## config.mk

```make
export PLATFORM = sky130hd
export DESIGN_NAME = bpu_resolve
export DESIGN_NICKNAME = d
export VERILOG_FILES = /design/src/rtl/bpu_resolve.sv
export SDC_FILE = /design/constraint.sdc
export NUM_CORES = 1
export LEC_CHECK = 0
export CORE_MARGIN = 3
export CORE_UTILIZATION = 30
export CTS_CLUSTER_SIZE = 28
export DETAILED_ROUTE_END_ITERATION = 10
export GPL_ROUTABILITY_DRIVEN = 0
export GPL_TIMING_DRIVEN = 0
export REMOVE_ABC_BUFFERS = 1
export SLEW_MARGIN = 20
export SYNTH_ARGS = -nofsm -noshare
export SYNTH_HDL_FRONTEND = slang
export SYNTH_SLANG_ARGS = --single-unit
```

## constraint.sdc

```tcl
create_clock -name clk -period 1.8 [get_ports clk]
set_clock_uncertainty 0.15 [all_clocks]
set_input_delay 0.18 -clock clk [delete_from_list [all_inputs] [get_ports clk]]
set_output_delay 0.18 -clock clk [all_outputs]
set_load 0.05 [all_outputs]
```

## src/rtl/bpu_resolve.sv

```systemverilog
// ============================================================================
// Module   : bpu_resolve
// Brief    : Resolves executed branches against their fetch-time prediction,
//            issuing front-end redirects and BTB/BHT/LPHT/RAS corrections.
// Revision : 1.0
// ============================================================================
`timescale 1ns/1ps
`default_nettype none

module bpu_resolve #(
    parameter int BHT_ADDR_WIDTH = 5,
    parameter int HIST_WIDTH     = 5,
    parameter int RAS_ADDR_WIDTH = 3
) (
    input  logic                      clk,
    input  logic                      rst_n,
    input  logic                      flush_i,
    input  logic                      res_valid_i,
    input  logic                      res_epoch_i,
    input  logic [31:0]               res_pc_i,
    input  logic                      res_is_branch_i,
    input  logic                      res_dir_type_i,
    input  logic [1:0]                res_target_type_i,
    input  logic                      res_taken_i,
    input  logic [31:0]               res_target_i,
    input  logic                      pred_taken_i,
    input  logic [31:0]               pred_target_i,
    input  logic [HIST_WIDTH-1:0]     pred_hist_i,
    input  logic [1:0]                pred_lpht_i,
    input  logic [RAS_ADDR_WIDTH-1:0] pred_ras_ptr_i,
    output logic                      redirect_o,
    output logic [31:0]               redirect_target_o,
    output logic                      epoch_o,
    output logic                      btb_we_o,
    output logic [31:0]               btb_pc_o,
    output logic [31:0]               btb_target_o,
    output logic                      btb_dir_type_o,
    output logic [1:0]                btb_target_type_o,
    output logic                      bht_we_o,
    output logic [BHT_ADDR_WIDTH-1:0] bht_addr_o,
    output logic [HIST_WIDTH-1:0]     bht_data_o,
    output logic                      lpht_we_o,
    output logic [HIST_WIDTH-1:0]     lpht_addr_o,
    output logic [1:0]                lpht_data_o,
    output logic                      ras_restore_o,
    output logic [RAS_ADDR_WIDTH-1:0] ras_ptr_o,
    output logic [31:0]               branch_cnt_o,
    output logic [31:0]               mispredict_cnt_o
);

    localparam logic [1:0] c_tt_npc  = 2'd0;
    localparam logic [1:0] c_tt_call = 2'd1;
    localparam logic [1:0] c_tt_ret  = 2'd2;
    localparam logic [RAS_ADDR_WIDTH-1:0] c_ras_one = {{(RAS_ADDR_WIDTH-1){1'b0}}, 1'b1};

    logic                      r_epoch;
    logic                      r_redirect;
    logic [31:0]               r_redirect_target;
    logic                      r_btb_we;
    logic [31:0]               r_btb_pc;
    logic [31:0]               r_btb_target;
    logic                      r_btb_dir_type;
    logic [1:0]                r_btb_target_type;
    logic                      r_bht_we;
    logic [BHT_ADDR_WIDTH-1:0] r_bht_addr;
    logic [HIST_WIDTH-1:0]     r_bht_data;
    logic                      r_lpht_we;
    logic [HIST_WIDTH-1:0]     r_lpht_addr;
    logic [1:0]                r_lpht_data;
    logic                      r_ras_restore;
    logic [RAS_ADDR_WIDTH-1:0] r_ras_ptr;
    logic [31:0]               r_branch_cnt;
    logic [31:0]               r_mispredict_cnt;
    logic                      r_fwd_valid;
    logic [HIST_WIDTH-1:0]     r_fwd_idx;
    logic [1:0]                r_fwd_val;

    logic                      w_taken;
    logic                      w_accept;
    logic                      w_mispredict;
    logic                      w_cond;
    logic [31:0]               w_redirect_target;
    logic [BHT_ADDR_WIDTH-1:0] w_bht_idx;
    logic [HIST_WIDTH-1:0]     w_lpht_idx;
    logic [1:0]                w_lpht_base;
    logic [1:0]                w_lpht_new;
    logic [RAS_ADDR_WIDTH-1:0] w_ras_ptr;

    assign w_taken      = res_taken_i & res_is_branch_i;
    assign w_accept     = res_valid_i & (res_epoch_i == r_epoch) & ~flush_i;
    assign w_mispredict = (pred_taken_i != w_taken) |
                          (pred_taken_i & w_taken & (pred_target_i != res_target_i));
    assign w_cond       = res_is_branch_i & res_dir_type_i;
    assign w_redirect_target = w_taken ? res_target_i : res_pc_i + 32'd4;

    assign w_bht_idx  = res_pc_i[BHT_ADDR_WIDTH+1:2] ^ res_pc_i[2*BHT_ADDR_WIDTH+1:BHT_ADDR_WIDTH+2];
    assign w_lpht_idx = pred_hist_i ^ res_pc_i[HIST_WIDTH+1:2];

    // Back-to-back updates of one entry carry a stale snapshot; the last write wins.
    assign w_lpht_base = (r_fwd_valid && r_fwd_idx == w_lpht_idx) ? r_fwd_val : pred_lpht_i;

    always_comb begin
        w_lpht_new = w_lpht_base;
        if (w_taken) begin
            if (w_lpht_base != 2'd3) w_lpht_new = w_lpht_base + 2'd1;
        end else begin
            if (w_lpht_base != 2'd0) w_lpht_new = w_lpht_base - 2'd1;
        end
    end

    always_comb begin
        w_ras_ptr = pred_ras_ptr_i;
        if (res_target_type_i == c_tt_call)     w_ras_ptr = pred_ras_ptr_i + c_ras_one;
        else if (res_target_type_i == c_tt_ret) w_ras_ptr = pred_ras_ptr_i - c_ras_one;
    end

    always_ff @(posedge clk or negedge rst_n) begin
        if (!rst_n) begin
            r_epoch           <= 1'b0;
            r_redirect        <= 1'b0;
            r_redirect_target <= '0;
            r_btb_we          <= 1'b0;
            r_btb_pc          <= '0;
            r_btb_target      <= '0;
            r_btb_dir_type    <= 1'b0;
            r_btb_target_type <= '0;
            r_bht_we          <= 1'b0;
            r_bht_addr        <= '0;
            r_bht_data        <= '0;
            r_lpht_we         <= 1'b0;
            r_lpht_addr       <= '0;
            r_lpht_data       <= '0;
            r_ras_restore     <= 1'b0;
            r_ras_ptr         <= '0;
            r_branch_cnt      <= '0;
            r_mispredict_cnt  <= '0;
            r_fwd_valid       <= 1'b0;
            r_fwd_idx         <= '0;
            r_fwd_val         <= '0;
        end else begin
            r_epoch       <= r_epoch ^ ((w_accept & w_mispredict) | flush_i);
            r_redirect    <= w_accept & w_mispredict;
            r_btb_we      <= w_accept & (w_taken | w_mispredict);
            r_bht_we      <= w_accept & w_cond;
            r_lpht_we     <= w_accept & w_cond;
            r_ras_restore <= w_accept & w_mispredict;
            if (w_accept) begin
                r_redirect_target <= w_redirect_target;
                r_btb_pc          <= res_pc_i;
                // A non-branch entry only has to kill the alias, so it points at the fall-through.
                r_btb_target      <= res_is_branch_i ? res_target_i : w_redirect_target;
                r_btb_dir_type    <= res_is_branch_i & res_dir_type_i;
                r_btb_target_type <= res_is_branch_i ? res_target_type_i : c_tt_npc;
                r_bht_addr        <= w_bht_idx;
                r_bht_data        <= {pred_hist_i[HIST_WIDTH-2:0], w_taken};
                r_lpht_addr       <= w_lpht_idx;
                r_lpht_data       <= w_lpht_new;
                r_ras_ptr         <= w_ras_ptr;
                r_branch_cnt      <= r_branch_cnt + {31'd0, res_is_branch_i};
                r_mispredict_cnt  <= r_mispredict_cnt + {31'd0, w_mispredict};
            end
            if (w_accept & w_cond) begin
                r_fwd_valid <= 1'b1;
                r_fwd_idx   <= w_lpht_idx;
                r_fwd_val   <= w_lpht_new;
            end
        end
    end

    assign epoch_o           = r_epoch;
    assign redirect_o        = r_redirect;
    assign redirect_target_o = r_redirect_target;
    assign btb_we_o          = r_btb_we;
    assign btb_pc_o          = r_btb_pc;
    assign btb_target_o      = r_btb_target;
    assign btb_dir_type_o    = r_btb_dir_type;
    assign btb_target_type_o = r_btb_target_type;
    assign bht_we_o          = r_bht_we;
    assign bht_addr_o        = r_bht_addr;
    assign bht_data_o        = r_bht_data;
    assign lpht_we_o         = r_lpht_we;
    assign lpht_addr_o       = r_lpht_addr;
    assign lpht_data_o       = r_lpht_data;
    assign ras_restore_o     = r_ras_restore;
    assign ras_ptr_o         = r_ras_ptr;
    assign branch_cnt_o      = r_branch_cnt;
    assign mispredict_cnt_o  = r_mispredict_cnt;

endmodule

`default_nettype wire

```

# ---- Yosys cells after proc, flatten, opt, wreduce, memory -nomap -nowiden
# Cells that the tools add are included.
# Widths: inputs -> output; s select.
dict set report word_totals {
  wordCells 60
  regBits 195
  in_bits 117
  output_inout_bits 189
}
dict set report classes {
  eq_ne 7
  mux 9
  n_reduce_logical 2
  add_sub_neg 7
  bitwise_logic 16
}
# operator count
set ops {}
lappend ops {{$add 32x1->32} 2}
lappend ops {{$mux 32} 2}
lappend ops {{$add 32x3->32 const B} 1}
lappend ops {{$ne 32x32->1} 1}
lappend ops {{$mux 2} 5}
lappend ops {{$xor 5x5->5} 2}
lappend ops {{$and 1x1->1} 9}
lappend ops {{$mux 3} 2}
lappend ops {{$eq 5x5->1} 1}
lappend ops {{$add 3x1->3 const B} 1}
lappend ops {{$or 1x1->1} 3}
lappend ops {{$sub 3x1->3 const B} 1}
lappend ops {{$add 2x1->2 const B} 1}
lappend ops {{$eq 2x1->1 const B} 1}
lappend ops {{$eq 2x2->1 const B} 1}
lappend ops {{$ne 2x2->1 const B} 1}
lappend ops {{$reduce_bool 2->1} 1}
lappend ops {{$sub 2x1->2 const B} 1}
lappend ops {{$eq 1x1->1} 1}
lappend ops {{$logic_and 1x1->1} 1}
lappend ops {{$ne 1x1->1} 1}
lappend ops {{$not 1->1} 1}
lappend ops {{$xor 1x1->1} 1}

# ---- Logic depth before layout (Yosys ltp)
dict set report logic_depth {
  depth_word 7
  mapped_depth 15
  mapped_depth_nobuf 11
}

# ---- Worst setup path before layout
# Ideal clock, no wire load.
dict set report synth_path {
  path_kind {input to register}
  startpoint {input port res_taken_i}
  endpoint {register r_mispredict_cnt[27] (netlist: mispredict_cnt_o[27])}
  n_path_buf 5
  arrival_ns 2.805
  setup_time_ns 0.141
  required_ns 1.509
  slack_ns -1.296
  stages 15
  path_cell_list {and2_1 clkbuf_1 buf_2 buf_2 buf_1 ha_1 o21ai_0 nand2_1 ha_1 nand2_1 or3_1 buf_6 nor4_4 nand3_1 xnor2_1}
}
dict set report synth_via {
  elab_chain_cells 5
}
# element line_no
set synth_lines {}
lappend synth_lines {{start: declaration} 24} ;# input logic res_taken_i,
lappend synth_lines {{$and 1x1->1 *} 89} ;# assign w_taken = res_taken_i & res_is_branch_i;
lappend synth_lines {{net w_taken} 78} ;# logic w_taken;
lappend synth_lines {{$and 1x1->1 (2 in a row)} 92} ;# (pred_taken_i & w_taken & (pred_target_i != res_target_i));
lappend synth_lines {{$or 1x1->1 *} 91} ;# assign w_mispredict = (pred_taken_i != w_taken) |
lappend synth_lines {{$add 32x1->32 *} 160} ;# r_mispredict_cnt <= r_mispredict_cnt + {31'd0, w_mispredict};
lappend synth_lines {{end signal: assignment} 160}
lappend synth_lines {{end: declaration} 73} ;# logic [31:0] r_mispredict_cnt;
# Mark *: on every way through the listed nets, which the timed path passes. The rest lies on a longest branch.
# A chain may end at the register's enable or synchronous reset.

# ---- Final worst setup path
dict set report layout_path {
  startpoint {register r_mispredict_cnt[8] (netlist: mispredict_cnt_o[8])}
  endpoint {register r_mispredict_cnt[25] (netlist: mispredict_cnt_o[25])}
}
dict set report layout_via {
  elab_chain_cells 1
}
# element line_no
set layout_lines {}
lappend layout_lines {{$add 32x1->32} 160}
# No other way between the ends.

==> results.cfg <==
[cts]
clk_pin_slew_ns = 0.08
cts_tree = yes
clkLatencyLatePin_ns = 0.45
clock-sinks = 195
clk_path_buf_depth = 2
cts.htree.levels = 4
cts-root-buf = clkbuf_16
numCtsBuffers = 17

[setup_path]
crit_required_ns = 2.02
timing.rr.end = mispredict_cnt_o[25]$_DFFE_PN0P_
critPathMaxStageDelay_ns = 0.59
worstSetupPathType = reg2reg
ff2ff_setup_slack_ns = -0.34
crit_slowest_cell = or4_4
reg2regPathDepth = 6
worstPathCellList = nand4_1 -> or4_4 -> buf_4 -> nor4_4 -> buf_4 -> xor2_1
timing.rr.start = mispredict_cnt_o[8]$_DFFE_PN0P_
crit_fanout = 5
cp-end-kind = register
crit_cells = 6
worst-path-buf-inv = 2
critical_path.top_delay_family = simple AND/OR/NAND/NOR gates
worst_setup_path_start_kind = register
crit_arrival_ns = 2.36
crit_top_cell = buf_4

[sta]
final_hold_viol_count = 1
fmax_mhz = 467
whs_ns = -0.00426
relSlewSlack_pct = 46.1
worst_pin_slew_ns = 0.809
worst_slack_ns = -0.341
final_max_slew_viol_count = 0
finalCriticalPeriod_ns = 2.14
setup_viol = 147
grt_setup_unrepaired = true
min_period_over_period_pct = 119

[yosys]
syn_avg_cell_area_sq_um = 9.34
synth.area.top_cells = dfrtp_1 48%, nand2_1 8.9%, xor2_1 5.4%, xnor2_1 5.2%, nand3_1 3.1%
synth_top_cell_by_area = dfrtp_1
synthMuxAreaShare_pct = 2.80
ys_types = 53
syn_area_sq_um = 10100
synth_top_area_share_pct = 48.5
ys_warn_count = 0
synth_edf_count = 0
synth_compound_area_share_pct = 6.57
netlist_instances = 1078
ys_ff_latch = 195
synth_xor_area_share_pct = 11.3
ys_top_cells_by_count = 240 x nand2_1, 195 x dfrtp_1, 63 x nand3_1
synth-seq-area-share_pct = 48.5
yosys_most_used_dff = dfrtp_1
synth_top_family_by_area = simple AND/OR/NAND/NOR gates
synth_fa_ha_area_share_pct = 1.12
async_reset_ff_share_pct = 100
synth_simple_gate_area_share_pct = 26.1
yosysMostFrequentCell = nand2_1

[die]
num_rows = 66
core-area_sq_um = 32800
die_area_sq_um = 35800
die_h_microns = 189
initial_core_util_pct = 30.7
die-width_microns = 189
pin_count = 306

[place]
dp_worst_setup_slack_ns = -2.39
dp.final_hpwl_mm = 23.9
io_buffers = 305

[global_routing]
grtUsageTotal_pct = 23.2
antenna_found_initial = 2
grt_max_degree = 81
overflow = 0
grt_pass1_wl_mm = 62.7
grt_pass1_vias = 10000

[routing]
drt-total-wl_mm = 44.5
route.detailed.drc = 0
antenna_left = 0
routedWlPerCell_microns = 22.4
drtPass1Iterations = 5
vias_per_cell = 5.13
drt_iter0_drc = 486
vias = 10200

[final_layout]
final_net_count = 1653
drive_gt1_share_pct = 36.6
synthToLayoutAreaGrowth_pct = 76.4
finalCoreUtilization_pct = 54.2
n_antenna_cell = 0

[min_path]
min_path_type = in2reg
hp-start = res_pc_i[9]
whs_endpoint = bht_addr_o[2]$_DFFE_PN0P_
holdPathStages = 3

[flow_run]
cap_violations = 0

[power]
peakVddDrop_mv = 1.05
powerDensity_nw_per_um2 = 1310
leakage_nw = 8.52

[outcome]
violations = hold timing, setup timing
status = finished, violations left
[routing by layer]
metal  track usage, %  wire [microns]  vias to the layer above
li1                 -               -                     4612
met1             30.8           19100                     5117
met2             36.7           21300                      368
met3             6.89            3200                       59
met4             6.88             890                        4
met5                0              22                        -
[cells by family (layout without fill, tap and decap cells)]
kind of cell / after synthesis / count (layout)
XOR/XNOR: 125 / 125
buffers and inverters: 82 / 537
flip-flops: 195 / 195
multiplexers: 27 / 27
adder cells (fa/ha/maj): 9 / 9
AO/OA/AOI/OAI: 114 / 114
AND/OR/NAND/NOR: 526 / 533
[worst register-to-register path: stages, from the launching register on]
cell     delay [ns]
dfrtp_1        0.40
nand4_1        0.20
or4_4          0.59
buf_4          0.17
nor4_4         0.25
buf_4          0.16
xor2_1         0.14
[per-stage QoR]
stage / hold slack (ns) / setup TNS [ns] / power, mW / instances / cell area (sq um)
2_1_floorplan: -0.266 / -423.02 / 13.4 / 1014 / 9760
3_3_place_gp: 0.304 / -2639.84 / 17.6 / 1761 / 13400
3_5_place_dp: -0.0686 / -183.47 / 17.7 / 1769 / 13600
4_1_cts: 0.000811 / -12.73 / 22.2 / 1938 / 16400
5_1_grt: 0.00139 / -29.10 / 24.4 / 1982 / 17800
6_report: -0.00426 / -19.31 / 23.3 / 1982 / 17800
[cell type report]
| class | instances | area (sq um) |
|---|---|---|
| Timing Repair inverter | 1 | 8.76 |
| Timing Repair Buffer | 486 | 4970 |
| Sequential cell | 195 | 4890 |
| Inverter | 18 | 82.6 |
| Clock inverter | 14 | 143 |
| Multi-Input combinational cell | 808 | 6680 |
| Tap cell | 442 | 553 |
| Fill cell | 2919 | 15000 |
| Clock buffer | 18 | 439 |
[state kept, by name (all words and copies together), names as in the netlist]
name               flops
branch_cnt_o          32
btb_pc_o              32
btb_target_o          32
mispredict_cnt_o      32
redirect_target_o     32
bht_addr_o             5
bht_data_o             5
lpht_addr_o            5
r_fwd_idx              5
ras_ptr_o              3
btb_target_type_o      2
lpht_data_o            2
r_fwd_val              2
btb_dir_type_o         1
btb_we_o               1
epoch_o                1
lpht_we_o              1
r_fwd_valid            1
ras_restore_o          1
[power by group]
| part | internal [mW] | switching (mW) | leakage, nW |
|---|---|---|---|
| sequential | 5.83 | 1.03 | 2.46 |
| combinational | 4.02 | 8.49 | 5.77 |
| clock | 2.00 | 1.96 | 0.287 |
| total | 11.9 | 11.5 | 8.52 |
[what timing repair did]
action	4_1_cts	5_1_grt
pin swaps	117	123
endpoints found under the setup margin	381	229
hold buffers	32	12
cloned	26	13
hold endpoints to repair	164	13
gates resized for setup	668	375
buffers inserted	80	31
[worst max-delay path by stage]
stage                                     from                          endpoint  slack (ns)
5_1_grt        mispredict_cnt_o[8]$_DFFE_PN0P_  mispredict_cnt_o[29]$_DFFE_PN0P_       -0.45
6_report       mispredict_cnt_o[8]$_DFFE_PN0P_  mispredict_cnt_o[25]$_DFFE_PN0P_       -0.34
4_1_cts        mispredict_cnt_o[8]$_DFFE_PN0P_  mispredict_cnt_o[22]$_DFFE_PN0P_       -0.32
2_1_floorplan                epoch_o$_DFF_PN0_          r_fwd_idx[0]$_DFFE_PN0P_       -3.08
3_3_place_gp                             rst_n          btb_pc_o[31]$_DFFE_PN0P_       -8.59
3_5_place_dp                   res_is_branch_i  mispredict_cnt_o[22]$_DFFE_PN0P_       -2.39
[placed cells by master (no fill, tap or decap), drive strengths merged, types with 7 or more instances in the layout]
cell,netlist,final
clkdlybuf4s15,0,35
dlygate4sd2,0,152
buf,39,171
nor4,25,25
xor2,62,62
nand2,240,242
and2,6,8
nor3,32,32
o21ai,50,50
nand2b,7,7
clkdlybuf4s50,0,32
nand3,64,64
and4,9,9
ha,9,9
and3,23,25
xnor2,60,60
nor2,50,51
dfrtp,195,195
a21oi,34,34
inv,18,26
mux2,9,9
clkbuf,25,64
mux2i,18,18
or3,16,16
nand4,32,32
dlygate4sd3,0,44
(Power assumes the default switching activity.)
